===== config.mk =====
export PLATFORM = sky130hd
export DESIGN_NAME = mem_arbiter
export DESIGN_NICKNAME = d
export VERILOG_FILES = /design/src/rtl/core101_pkg.sv /design/src/rtl/arb_starve_cnt.sv /design/src/rtl/mem_arbiter.sv
export SDC_FILE = /design/constraint.sdc
export NUM_CORES = 1
export LEC_CHECK = 0
export BUFFER_PORTS_ARGS = -buffer_cell sky130_fd_sc_hd__clkbuf_2
export CORE_AREA = 2 2 107 109
export DETAILED_ROUTE_END_ITERATION = 16
export DIE_AREA = 0 0 109 111
export GPL_TIMING_DRIVEN = 0
export PLACE_DENSITY = 0.85
export SLEW_MARGIN = 20
export SYNTH_ARGS = -nofsm -noshare
export SYNTH_HDL_FRONTEND = slang
export SYNTH_SLANG_ARGS = --single-unit

===== constraint.sdc =====
create_clock -name clock_in -period 1.7 [get_ports clock_in]
set_input_delay 0.34 -clock clock_in [delete_from_list [all_inputs] [get_ports clock_in]]
set_output_delay 0.34 -clock clock_in [all_outputs]
set_load 0.01 [all_outputs]

===== src/rtl/core101_pkg.sv =====
// Shared encodings for the core101 memory arbiter: FSM states and transaction owner.
package core101_pkg;

   typedef enum logic [1:0] {
      IDLE     = 2'b00,
      WAIT_GNT = 2'b01,
      WAIT_RSP = 2'b10
   } arb_state_e;

   typedef enum logic {
      OWNER_IFU = 1'b0,
      OWNER_LSU = 1'b1
   } arb_owner_e;

endpackage


===== src/rtl/arb_starve_cnt.sv =====
// Saturating count of consecutive contested IFU losses; sat_o lets the IFU win the next contest.
module arb_starve_cnt #(
   parameter int LIMIT = 4
) (
   input  logic clock_i,
   input  logic reset_i,
   input  logic inc_i,
   input  logic clr_i,
   output logic sat_o
);

   localparam int CntWidth = (LIMIT < 1) ? 1 : $clog2(LIMIT + 1);
   localparam logic [CntWidth-1:0] CntMax = CntWidth'(LIMIT);

   logic [CntWidth-1:0] count_q, count_d;

   always_comb begin
      count_d = count_q;
      if (clr_i) begin
         count_d = '0;
      end else if (inc_i && (count_q != CntMax)) begin
         count_d = count_q + CntWidth'(1);
      end
   end

   always_ff @(posedge clock_i) begin
      if (reset_i) begin
         count_q <= '0;
      end else begin
         count_q <= count_d;
      end
   end

   assign sat_o = (count_q == CntMax);

endmodule


===== src/rtl/mem_arbiter.sv =====
// Two-master (IFU/LSU) arbiter onto a single-outstanding memory port, with
// starvation protection for the IFU and flush-based dropping of IFU responses.
module mem_arbiter
   import core101_pkg::*;
#(
   parameter int ADDR_WIDTH   = 32,
   parameter int DATA_WIDTH   = 32,
   parameter int STARVE_LIMIT = 4
) (
   input  logic                    clock_in,
   input  logic                    reset_in,
   input  logic                    flush_in,
   input  logic                    ifu_req_in,
   input  logic [ADDR_WIDTH-1:0]   ifu_addr_in,
   output logic                    ifu_gnt_out,
   output logic                    ifu_rvalid_out,
   output logic [DATA_WIDTH-1:0]   ifu_rdata_out,
   input  logic                    lsu_req_in,
   input  logic                    lsu_we_in,
   input  logic [DATA_WIDTH/8-1:0] lsu_be_in,
   input  logic [ADDR_WIDTH-1:0]   lsu_addr_in,
   input  logic [DATA_WIDTH-1:0]   lsu_wdata_in,
   output logic                    lsu_gnt_out,
   output logic                    lsu_rvalid_out,
   output logic [DATA_WIDTH-1:0]   lsu_rdata_out,
   output logic                    mem_req_out,
   output logic                    mem_we_out,
   output logic [DATA_WIDTH/8-1:0] mem_be_out,
   output logic [ADDR_WIDTH-1:0]   mem_addr_out,
   output logic [DATA_WIDTH-1:0]   mem_wdata_out,
   input  logic                    mem_gnt_in,
   input  logic                    mem_rvalid_in,
   input  logic [DATA_WIDTH-1:0]   mem_rdata_in,
   output logic                    busy_out
);

   localparam int BeWidth = DATA_WIDTH / 8;

   arb_state_e                state_q, state_d;
   arb_owner_e                owner_q, owner_d;
   logic                      dropFlag_q, dropFlag_d;
   logic                      afterReset_q;
   logic                      we_q, we_d;
   logic [BeWidth-1:0]        be_q, be_d;
   logic [ADDR_WIDTH-1:0]     addr_q, addr_d;
   logic [DATA_WIDTH-1:0]     wdata_q, wdata_d;

   logic starveSat, starveInc, starveClr;
   logic arbEn, ifuEligible, bothReq, ifuWins, lsuWins;
   logic ifuRvalid, lsuRvalid;
   logic outGate;

   arb_starve_cnt #(
      .LIMIT(STARVE_LIMIT)
   ) uStarveCnt (
      .clock_i(clock_in),
      .reset_i(reset_in),
      .inc_i  (starveInc),
      .clr_i  (starveClr),
      .sat_o  (starveSat)
   );

   always_ff @(posedge clock_in) begin
      if (reset_in) begin
         state_q      <= IDLE;
         owner_q      <= OWNER_IFU;
         dropFlag_q   <= 1'b0;
         afterReset_q <= 1'b1;
         we_q         <= 1'b0;
         be_q         <= '0;
         addr_q       <= '0;
         wdata_q      <= '0;
      end else begin
         state_q      <= state_d;
         owner_q      <= owner_d;
         dropFlag_q   <= dropFlag_d;
         afterReset_q <= 1'b0;
         we_q         <= we_d;
         be_q         <= be_d;
         addr_q       <= addr_d;
         wdata_q      <= wdata_d;
      end
   end

   // Arbitration is held off in the cycle after reset so no grant can escape while outputs are forced low.
   always_comb begin
      state_d    = state_q;
      owner_d    = owner_q;
      dropFlag_d = dropFlag_q;
      we_d       = we_q;
      be_d       = be_q;
      addr_d     = addr_q;
      wdata_d    = wdata_q;
      ifuRvalid  = 1'b0;
      lsuRvalid  = 1'b0;

      arbEn       = (state_q == IDLE) && !afterReset_q;
      ifuEligible = ifu_req_in && !flush_in;
      bothReq     = ifuEligible && lsu_req_in;
      ifuWins     = arbEn && ifuEligible && (!lsu_req_in || starveSat);
      lsuWins     = arbEn && lsu_req_in && !ifuWins;
      starveInc   = lsuWins && bothReq;
      starveClr   = ifuWins;

      unique case (state_q)
         IDLE: begin
            dropFlag_d = 1'b0;
            if (ifuWins) begin
               state_d = WAIT_GNT;
               owner_d = OWNER_IFU;
               we_d    = 1'b0;
               be_d    = '1;
               addr_d  = ifu_addr_in;
               wdata_d = '0;
            end else if (lsuWins) begin
               state_d = WAIT_GNT;
               owner_d = OWNER_LSU;
               we_d    = lsu_we_in;
               be_d    = lsu_be_in;
               addr_d  = lsu_addr_in;
               wdata_d = lsu_wdata_in;
            end
         end
         WAIT_GNT: begin
            if (flush_in && (owner_q == OWNER_IFU)) begin
               dropFlag_d = 1'b1;
            end
            if (mem_gnt_in) begin
               state_d = WAIT_RSP;
            end
         end
         WAIT_RSP: begin
            if (mem_rvalid_in) begin
               state_d    = IDLE;
               dropFlag_d = 1'b0;
               lsuRvalid  = (owner_q == OWNER_LSU);
               ifuRvalid  = (owner_q == OWNER_IFU) && !dropFlag_q && !flush_in;
            end else if (flush_in && (owner_q == OWNER_IFU)) begin
               dropFlag_d = 1'b1;
            end
         end
         default: begin
            state_d    = IDLE;
            dropFlag_d = 1'b0;
         end
      endcase
   end

   assign outGate = reset_in || afterReset_q;

   assign ifu_gnt_out    = !outGate && ifuWins;
   assign lsu_gnt_out    = !outGate && lsuWins;
   assign ifu_rvalid_out = !outGate && ifuRvalid;
   assign lsu_rvalid_out = !outGate && lsuRvalid;
   assign ifu_rdata_out  = outGate ? '0 : mem_rdata_in;
   assign lsu_rdata_out  = outGate ? '0 : mem_rdata_in;
   assign mem_req_out    = !outGate && (state_q == WAIT_GNT);
   assign mem_we_out     = !outGate && we_q;
   assign mem_be_out     = outGate ? '0 : be_q;
   assign mem_addr_out   = outGate ? '0 : addr_q;
   assign mem_wdata_out  = outGate ? '0 : wdata_q;
   assign busy_out       = !outGate && (state_q != IDLE);

endmodule


Yosys cells after proc, flatten, opt, wreduce, memory -nomap -nowiden
Index checks and enable logic that the tools add are counted.
Word-level totals
  register bits after elaboration: 77
  latch bits: 0
  RAM bits: 0
  bits in read-only memories: 0
  input bits: 140
  logic and storage cells: 78
  memories: 0
Cells by class
  $add $sub $neg: 1
  multiply operators: 0
  div/mod/pow operators: 0
  magnitude comparators: 0
  equal/unequal tests: 7
  shift operators: 0
  muxes and demuxes: 27
  bitwise gates (word level): 1
  reductions and logical operators: 33
Operator list (number)
  two-way mux 32 bit: 7
  logical AND 1 bit: 19
  two-way mux 4 bit: 3
  two-way mux 1 bit: 11
  two-way mux 2 bit: 4
  zero test 1 bit: 6
  inequality test 3 bit (second input constant): 2
  case mux 2 bit (3 select lines): 1
  inequality test 2 bit (second input constant): 2
  nonzero test 2 bit: 2
  adder 3 x 1 -> 3 bit (second input constant): 1
  == test 3 bit (second input constant): 1
  AND reduction 3 bit: 1
  == test 2 x 1 -> 1 bit (second input constant): 1
  == test 2 bit (second input constant): 1
  zero test 2 bit: 1
  logical OR 1 bit: 2
  case mux 1 bit (2 select lines): 1
  AND reduction 2 bit: 1
  OR reduction 2 bit: 1
  NOT 1 bit: 1

Longest topological paths before layout
Gate-level depths: netlist of run 1.
  word-level depth: 9
  mapped depth: 8
  mapped depth without buffers: 6

Cells and area by module
A second synthesis of run 1 with hierarchy kept.
Second synthesis, totals
  cells, all modules: 537
  area total of the unflattened synthesis: 4426.7 sq um
Modules (own cells, without submodules)
  mem_arbiter: times used 1, cells an instance 519, area an instance 4239.1 sq um
  arb_starve_cnt: times used 1, cells an instance 18, area an instance 187.7 sq um

Least setup slack after synthesis of run 1
OpenSTA, ideal clock, no wires.
  path kind: input to output
  start: input reset_in
  end: output lsu_rdata_out[26]
  arrival time: 1.497 ns
  required time: 1.360 ns
  slack: -0.137 ns
  stages: 6
  path buffers: 4
  path through: clkbuf_1 -> nor2_1 -> clkbuf_1 -> clkbuf_1 -> and2_1 -> buf_4
Between the ends
  longest elaborated chain between the ends: 2
RTL lines
  from (decl): line mem_arbiter.sv:11  | input logic reset_in,
  logical OR 1 bit: line mem_arbiter.sv:149  | assign outGate = reset_in || afterReset_q;
  two-way mux 32 bit
  to (decl): line mem_arbiter.sv:25  | output logic [DATA_WIDTH-1:0] lsu_rdata_out,
Every way passes these cells.

Final worst setup path of run 1
  start: register state_q[1]
  end: output lsu_gnt_out
Between the ends
  longest elaborated chain between the ends: 7
RTL lines
  from (decl): line mem_arbiter.sv:39  | arb_state_e state_q, state_d;
  from (signal assigned): line mem_arbiter.sv:74  | state_q <= state_d;
  zero test 2 bit (*): line mem_arbiter.sv:97  | arbEn = (state_q == IDLE) && !afterReset_q;
  logical AND 1 bit (*): line mem_arbiter.sv:97
  logical AND 1 bit (2 in series): line mem_arbiter.sv:100  | ifuWins = arbEn && ifuEligible && (!lsu_req_in || starveSat);
  zero test 1 bit: line mem_arbiter.sv:101  | lsuWins = arbEn && lsu_req_in && !ifuWins;
  logical AND 1 bit (*): line mem_arbiter.sv:101
  logical AND 1 bit (*): line mem_arbiter.sv:152  | assign lsu_gnt_out = !outGate && lsuWins;
  to (decl): line mem_arbiter.sv:23  | output logic lsu_gnt_out,
Mark *: on every way between the ends. The rest lies on a longest branch, timed or not.

==> qor.yml, run 1 <==
power_and_ir_drop:
  p_sw_frac: 0.327
  p_seq_frac: 0.319
  pwr-share-comb: 0.421
  pwr-share-clk: 0.260
  power.switching_mw: 2.42
  p_total_mw: 7.39
  pwr_density_cell_nw_per_um2: 884
  p_int_mw: 4.97
  peakVddDrop_v: 0.000519
  p_leak_nw: 3.99
clocking:
  htree_levels: 3
  cts_tree: "built"
  clk_latency_ps: 340
  cts_buffer_depth: 2
  clock-sinks: 77
  hold_buffers: 0
  clk_pin_slew_ps: 50
  cts_buffers: 9
  clock-root-buffer: "clkbuf_16"
status:
  status: "complete, but fails checks"
  violations: "setup timing"
worst_setup_path:
  r2r-start: "state_q[0]$_SDFFE_PP0P_"
  worstPathRequired_ps: 1360
  critPathMaxStageDelay_ps: 330
  cp_cell_sequence: "inv_2 -> ha_4 -> buf_6 -> nand4bb_4 -> o211ai_1 -> nor3_1 -> buf_2"
  critical_path_class: "flop to output port"
  arrival_ps: 1690
  end_kind: "output port"
  cp_max_fo: 4
  critPathLaunchType: "flop"
  r2r-end: "state_q[1]$_SDFFE_PP0P_"
  worst_path_max_delay_cell: "dfxtp_2"
  regToRegSetupSlack_ps: -250
  reg2reg_depth: 8
hold_path:
  hp-start: "reset_in"
  whs_path_depth: 1
  hp-class: "input port to flop"
  hold_end: "afterReset_q$_DFF_P_"
sta:
  holdWs_ps: 128
  rsz0062_at_grt: "true"
  setup_ws_ps: -334
  setup_viol: 206
  finalMaxSlewViolations: 0
  timing.fmax_mhz: 492
  max_slew_margin: 0.684
  final.min_clock_period_ps: 2030
  setup_tns_ps: -33080
  hold_violations: 0
  finalClockSkew_ps: 12.9
  period_share: 1.20
  tightest_slew_ps: 474
synthesis:
  yosys_warnings: 0
  synth_cell_type_count: 35
  synth-edff-count: 0
  synth_top_area_share: 0.379
  avgSynthCellArea_um2: 7.55
  synth_area_um2: 4060
  yosysTopAreaCell: "dfxtp_1"
  synth_cells: 538
  async_flop_share: 0
  netlist_top_cells_count: "and2_1 (102), dfxtp_1 (77), nor2_1 (72)"
  ys.flop_type: "dfxtp_1"
  synth_most_common_cell: "and2_1"
  synthTopCellsByArea: "dfxtp_1 (38%), and2_1 (16%), buf_4 (6.7%)"
  synth_fp_nets: 684
  ys_seq_elements: 77
  ys_seq_area_frac: 0.379
die:
  fp.dieH_um: 111
  initial_core_util: 0.367
  core-area_um2: 11100
  die_area_um2: 12100
  std_cell_rows: 39
  ioPinCount: 279
  fp.dieW_um: 109
routing:
  wire_per_inst_um: 18.4
  vias: 5224
  firstDrtPassIters: 5
  ant_nets: 0
  totalWireLength_mm: 18.7
  routed_via_density: 5.14
  drc: 0
  drt_iter0_drc: 354
finish:
  drive_gt1_frac: 0.664
  utilization: 0.755
  stdcell_count: 1017
  fill_cells: 700
  syn_to_final_growth_pct: 106
  num_antenna_cells: 0
  fin_area_um2: 8360
  num-nets-final: 1016
global_routing:
  gr-total-overflow: 0
  grt_max_degree: 13
  grt_pass1_vias: 4566
  antenna_found_initial: 0
  grt_pass1_wl_mm: 22.8
  grt_use_total: 0.241
place:
  place.gp.congestion: 0.849
  dp_cells: 959
  io_buffers: 278
  hpwl_mm: 10.7
  placed_area_um2: 5650
  pre_cts_ws_ps: -660
job:
  drv_cap: 0
[kinds of logic after synthesis]
family	count (synthesis)	synth area share
flops	77	0.379
simple gates	324	0.408
buf+inv	79	0.113
mux	1	0.00246
fa+ha+maj	6	0.0185
compound gates	51	0.0785
[routing by layer]
layer | vias up | share of wire | track usage
li1 | 2399 | - | -
met1 | 2455 | 0.36 | 0.275
met2 | 295 | 0.51 | 0.419
met3 | 75 | 0.080 | 0.0506
met4 | 0 | 0.051 | 0.120
met5 | - | 0 | 0
[cells in the final DEF (no fill, tap or decap), types with 2 or more instances in the layout]
cell       count
clkbuf_16     20
a21oi_1       12
buf_8         25
clkbuf_4       2
nand2_1       43
clkbuf_1       5
buf_6        166
clkinv_2       2
dfxtp_2        2
dfxtp_1       74
buf_2         15
and2_4        98
nor2_2         2
nor4_1        31
o221a_2        3
ha_1           3
inv_1          6
nor2_1        70
inv_2          2
clkbuf_2     141
ha_2           2
and2_1         4
buf_4         20
buf_12         8
nand2_4       22
a21oi_2       25
nor3_1        34
nand2_2        6
[layout make-up]
type	count	area [µm²]	share of cell area
repair buffers	326	2890	0.345
multi-input cells	382	2670	0.320
flip-flops and latches	77	1550	0.185
plain buffers	66	754	0.0902
clock buffers	11	243	0.0290
well taps	143	179	0.0214
clock inverters	4	48.8	0.00584
inverters	8	30.0	0.00359
[worst max path at each step]
| stage | startpoint | to | slack [ps] | depth (start not counted) |
|---|---|---|---|---|
| 4_1_cts | state_q[0]$_SDFFE_PP0P_ | ifu_gnt_out | -240 | 7 |
| 3_5_place_dp | reset_in | lsu_rdata_out[28] | -660 | 8 |
| 5_1_grt | state_q[0]$_SDFFE_PP0P_ | lsu_gnt_out | -420 | 7 |
| 6_report | state_q[1]$_SDFFE_PP0P_ | lsu_gnt_out | -330 | 7 |
| 3_3_place_gp | reset_in | lsu_rdata_out[28] | -690 | 8 |
| 2_1_floorplan | state_q[0]$_SDFFE_PP0P_ | ifu_gnt_out | 10 | 6 |
[repair_timing]
item	in CTS	in global routing
cloned	3	14
gates resized for setup	160	428
buffers inserted	16	15
setup endpoints to repair	210	207
pin swaps	36	119
[power by group through the flow]
stage / Clock, mW / Combinational [mW] / Sequential, mW
2_1_floorplan: 0 / 1.17 / 2.27
3_3_place_gp: 0 / 1.73 / 2.29
3_5_place_dp: 0 / 1.76 / 2.31
4_1_cts: 1.94 / 2.10 / 2.27
5_1_grt: 2.05 / 3.33 / 2.39
6_report: 1.92 / 3.11 / 2.36
[critical path, delay by kind of cell (launching register included)]
family / cells / cell delay [ps]
simple gates: 2 / 210
compound gates: 1 / 320
flops: 1 / 330
buf+inv: 3 / 360
fa+ha+maj: 1 / 140
[sequential cells by signal (all words and copies together), names as in the netlist]
register and count:
addr_q 32, be_q 4, we_q 1, uStarveCnt.count_q 3, wdata_q 32, state_q 2
owner_q 1, afterReset_q 1, dropFlag_q 1
No activity file was read; power rests on OpenSTA's default activity.
==> inputs of run 2 (changes only) <==
--- a/config.mk
+++ b/config.mk
@@ -6,11 +6,12 @@
 export NUM_CORES = 1
 export LEC_CHECK = 0
 export BUFFER_PORTS_ARGS = -buffer_cell sky130_fd_sc_hd__clkbuf_2
-export CORE_AREA = 2 2 107 109
+export CORE_AREA = 2 2 108 110
 export DETAILED_ROUTE_END_ITERATION = 16
-export DIE_AREA = 0 0 109 111
+export DIE_AREA = 0 0 110 112
 export GPL_TIMING_DRIVEN = 0
-export PLACE_DENSITY = 0.85
+export PLACE_DENSITY = 0.74
+export SKIP_CTS_REPAIR_TIMING = 1
 export SLEW_MARGIN = 20
 export SYNTH_ARGS = -nofsm -noshare
 export SYNTH_HDL_FRONTEND = slang
==> constraint.sdc (replaced) <==
create_clock -name clock_in -period 2.3 [get_ports clock_in]
set_input_delay 0.46 -clock clock_in [delete_from_list [all_inputs] [get_ports clock_in]]
set_output_delay 0.46 -clock clock_in [all_outputs]
set_load 0.01 [all_outputs]
==> run 2 against run 1 <==
Compared with the run above:
- the run now ends clean
- non-clock buffer count decreased by 38
- sequential power fell by 29%
- setup slack better by 410 ps
- clock-buffer cell count did not move
- first-iteration DRC count is 63% lower
- critical path depth grew 1
- largest cell class is now multi-input gates
==> qor.yml, run 2 (synthesis results as in run 1) <==
die:
  fp.dieH_um: 112  # was 111 µm
  die_area_um2: 12300  # was 12,100 µm²
  core-area_um2: 11200  # was 11,100 µm²
  ioPinCount: 279  # unchanged
  fp.dieW_um: 110  # was 109 µm
  std_cell_rows: 39  # unchanged
  initial_core_util: 0.364  # was 0.367
sta:
  period_share: 0.965
  timing.fmax_mhz: 451
  finalClockSkew_ps: 5.93  # was 12.9 ps
  setup_ws_ps: 80.7  # was -334 ps
  tightest_slew_ps: 473  # was 474 ps
  setup_viol: 0  # was 206
  final.min_clock_period_ps: 2220
  max_slew_margin: 0.684  # about the same
  finalMaxSlewViolations: 0  # unchanged
  hold_violations: 0  # unchanged
clocking:
  clock-root-buffer: "clkbuf_16"  # unchanged
  htree_levels: 3  # unchanged
  clock-sinks: 77  # unchanged
  cts_buffers: 9  # unchanged
  cts_tree: "built"  # unchanged
  clk_pin_slew_ps: 60  # was 50 ps
  clk_latency_ps: 330  # was 340 ps
  cts_buffer_depth: 2  # unchanged
place:
  place.gp.congestion: 0.813  # was 0.849
  pre_cts_ws_ps: -765  # was -660 ps
  io_buffers: 278  # unchanged
  hpwl_mm: 11.0  # was 10.7 mm
routing:
  totalWireLength_mm: 13.8  # was 18.7 mm
  firstDrtPassIters: 4  # was 5
  vias: 4524  # was 5,224
  ant_nets: 0  # unchanged
  routed.top_layer: "met4"  # unchanged
  drt_iter0_drc: 132  # was 354
  met2WireLength_mm: 6.83  # was 9.56 mm
  drc: 0  # unchanged
  routed_via_density: 4.61  # was 5.14
  wire_per_inst_um: 14.0  # was 18.4 µm
  met3_length_mm: 1.04  # was 1.50 mm
  met1_length_mm: 5.68  # was 6.66 mm
hold_path:
  hp-class: "input port to flop"  # unchanged
power_and_ir_drop:
  p_total_mw: 4.41  # was 7.39 mW
  power.switching_mw: 1.43  # was 2.42 mW
  p_seq_frac: 0.381  # was 0.319
  peakVddDrop_v: 0.000345  # was 0.000519 V
  pwr-share-clk: 0.308  # was 0.260
  p_int_mw: 2.98  # was 4.97 mW
  p_sw_frac: 0.324  # was 0.327
  p_leak_nw: 3.11  # was 3.99 nW
  pwr_density_cell_nw_per_um2: 734  # was 884 nW/µm²
  pwr-share-comb: 0.311  # was 0.421
worst_setup_path:
  end_kind: "output port"  # unchanged
  r2r-end: "we_q$_SDFFE_PP0P_"  # was state_q[1]$_SDFFE_PP0P_
  cp_max_fo: 7  # was 4
  endpoint: "lsu_gnt_out"  # unchanged
  cp_cell_sequence: "inv_2 -> ha_4 -> buf_4 -> nand4bb_4 -> o211ai_1 -> buf_4 -> nor3_1 -> clkbuf_2"  # was inv_2 -> ha_4 -> buf_6 -> nand4bb_4 -> o211ai_1 -> nor3_1 -> buf_2
  cp.depth: 8  # was 7
  crit_top_cell: "buf_4"
  worstPathRequired_ps: 1840  # was 1360 ps
  critPathMaxStageDelay_ps: 380  # was 330 ps
  worstSetupStartpoint: "state_q[0]$_SDFFE_PP0P_"  # was state_q[1]$_SDFFE_PP0P_
  arrival_ps: 1760  # was 1690 ps
  reg2reg_depth: 7  # was 8
  crit_family: "buffers and inverters"  # unchanged
  critPathLaunchType: "flop"  # unchanged
  r2r-start: "state_q[0]$_SDFFE_PP0P_"  # unchanged
  critical_path_class: "flop to output port"  # unchanged
  regToRegSetupSlack_ps: 360  # was -250 ps
  worst_path_max_delay_cell: "dfxtp_1"  # was dfxtp_2
  path_buf_inv: 4  # was 3
finish:
  fill_cells: 1130  # was 700
  mostFrequentLayoutCells: "clkbuf_2 (283), and2_1 (102), dfxtp_1 (76), nor2_1 (71), nand2_1 (70)"  # was buf_6 (166), clkbuf_2 (141), and2_4 (98), dfxtp_1 (74), nor2_1 (70)
  register_area_um2: 1540  # was 1550 µm²
  syn_to_final_growth_pct: 47.9  # was 106%
  final_common_cell: "clkbuf_2"  # was buf_6
  largest_registers: "addr_q x32, wdata_q x32, be_q x4"  # unchanged
  multiInputGateArea_um2: 2090  # was 2670 µm²
  drive_gt1_frac: 0.453  # was 0.664
  num-nets-final: 978  # was 1,016
global_routing:
  grt_use_total: 0.223  # was 0.241
  antenna_found_initial: 1  # was 0
  gr-total-overflow: 0  # unchanged
  grt_pass1_wl_mm: 21.3  # was 22.8 mm
  grt_pass1_vias: 4297  # was 4,566
  grt_max_degree: 14  # was 13
job:
  drv_cap: 0  # unchanged
status:
  status: "finished clean"  # was complete, but fails checks
==> run 2: cell types whose count changed in the layout (fill, tap and decap cells not counted), sizes merged <==
cell      change
bufinv        -1
clkinvlp      +2
inv           +1
diode         +1
clkbuf      +135
clkinv        -1
buf         -173
==> run 2: power groups by stage <==
| stage | clock network [mW] | logic [mW] | registers (mW) |
|---|---|---|---|
| detailed placement | 0 | 1.29 | 1.71 |
| global placement | 0 | 1.29 | 1.70 |
| finish | 1.36 | 1.37 | 1.68 |
| floorplan | 0 | 0.863 | 1.68 |
| CTS | 1.38 | 1.30 | 1.68 |
| global route | 1.42 | 1.55 | 1.71 |
==> run 2: routing by layer <==
metal	vias to the layer above	track usage
li1	2318	-
met1	2028	0.274
met2	163	0.383
met3	15	0.0474
met4	0	0.0726
met5	-	0
==> run 2: final cells by class <==
type,count,share of cell area
inverter,8,0.00500
timing repair buffer,284,0.239
buffer,70,0.0735
clock buffer,11,0.0420
tap,143,0.0298
multi-input combinational,382,0.348
antenna,1,0.000416
sequential,77,0.257
clock inverter,5,0.00562
==> run 2: per-stage QoR <==
stage / instance area, µm² / utilization / TNS (ps) / hold slack [ps] / instances
global placement: 5630 / 0.504 / -51850 / 437 / 959
floorplan: 4060 / - / 0 / 432 / 538
detailed placement: 5630 / 0.504 / -50270 / 442 / 959
finish: 6010 / 0.538 / 0 / 244 / 981
CTS: 5920 / 0.530 / -50570 / 237 / 975
global route: 6010 / 0.538 / -8.31 / 242 / 980
==> run 2: how the worst min path moves through the flow <==
stage	start	cells after the start	end
6_report	reset_in	1	afterReset_q$_DFF_P_
2_1_floorplan	wdata_q[0]$_SDFFE_PP0P_	2	wdata_q[0]$_SDFFE_PP0P_
3_5_place_dp	wdata_q[12]$_SDFFE_PP0P_	2	wdata_q[12]$_SDFFE_PP0P_
5_1_grt	reset_in	1	afterReset_q$_DFF_P_
3_3_place_gp	wdata_q[4]$_SDFFE_PP0P_	2	wdata_q[4]$_SDFFE_PP0P_
4_1_cts	reset_in	1	afterReset_q$_DFF_P_
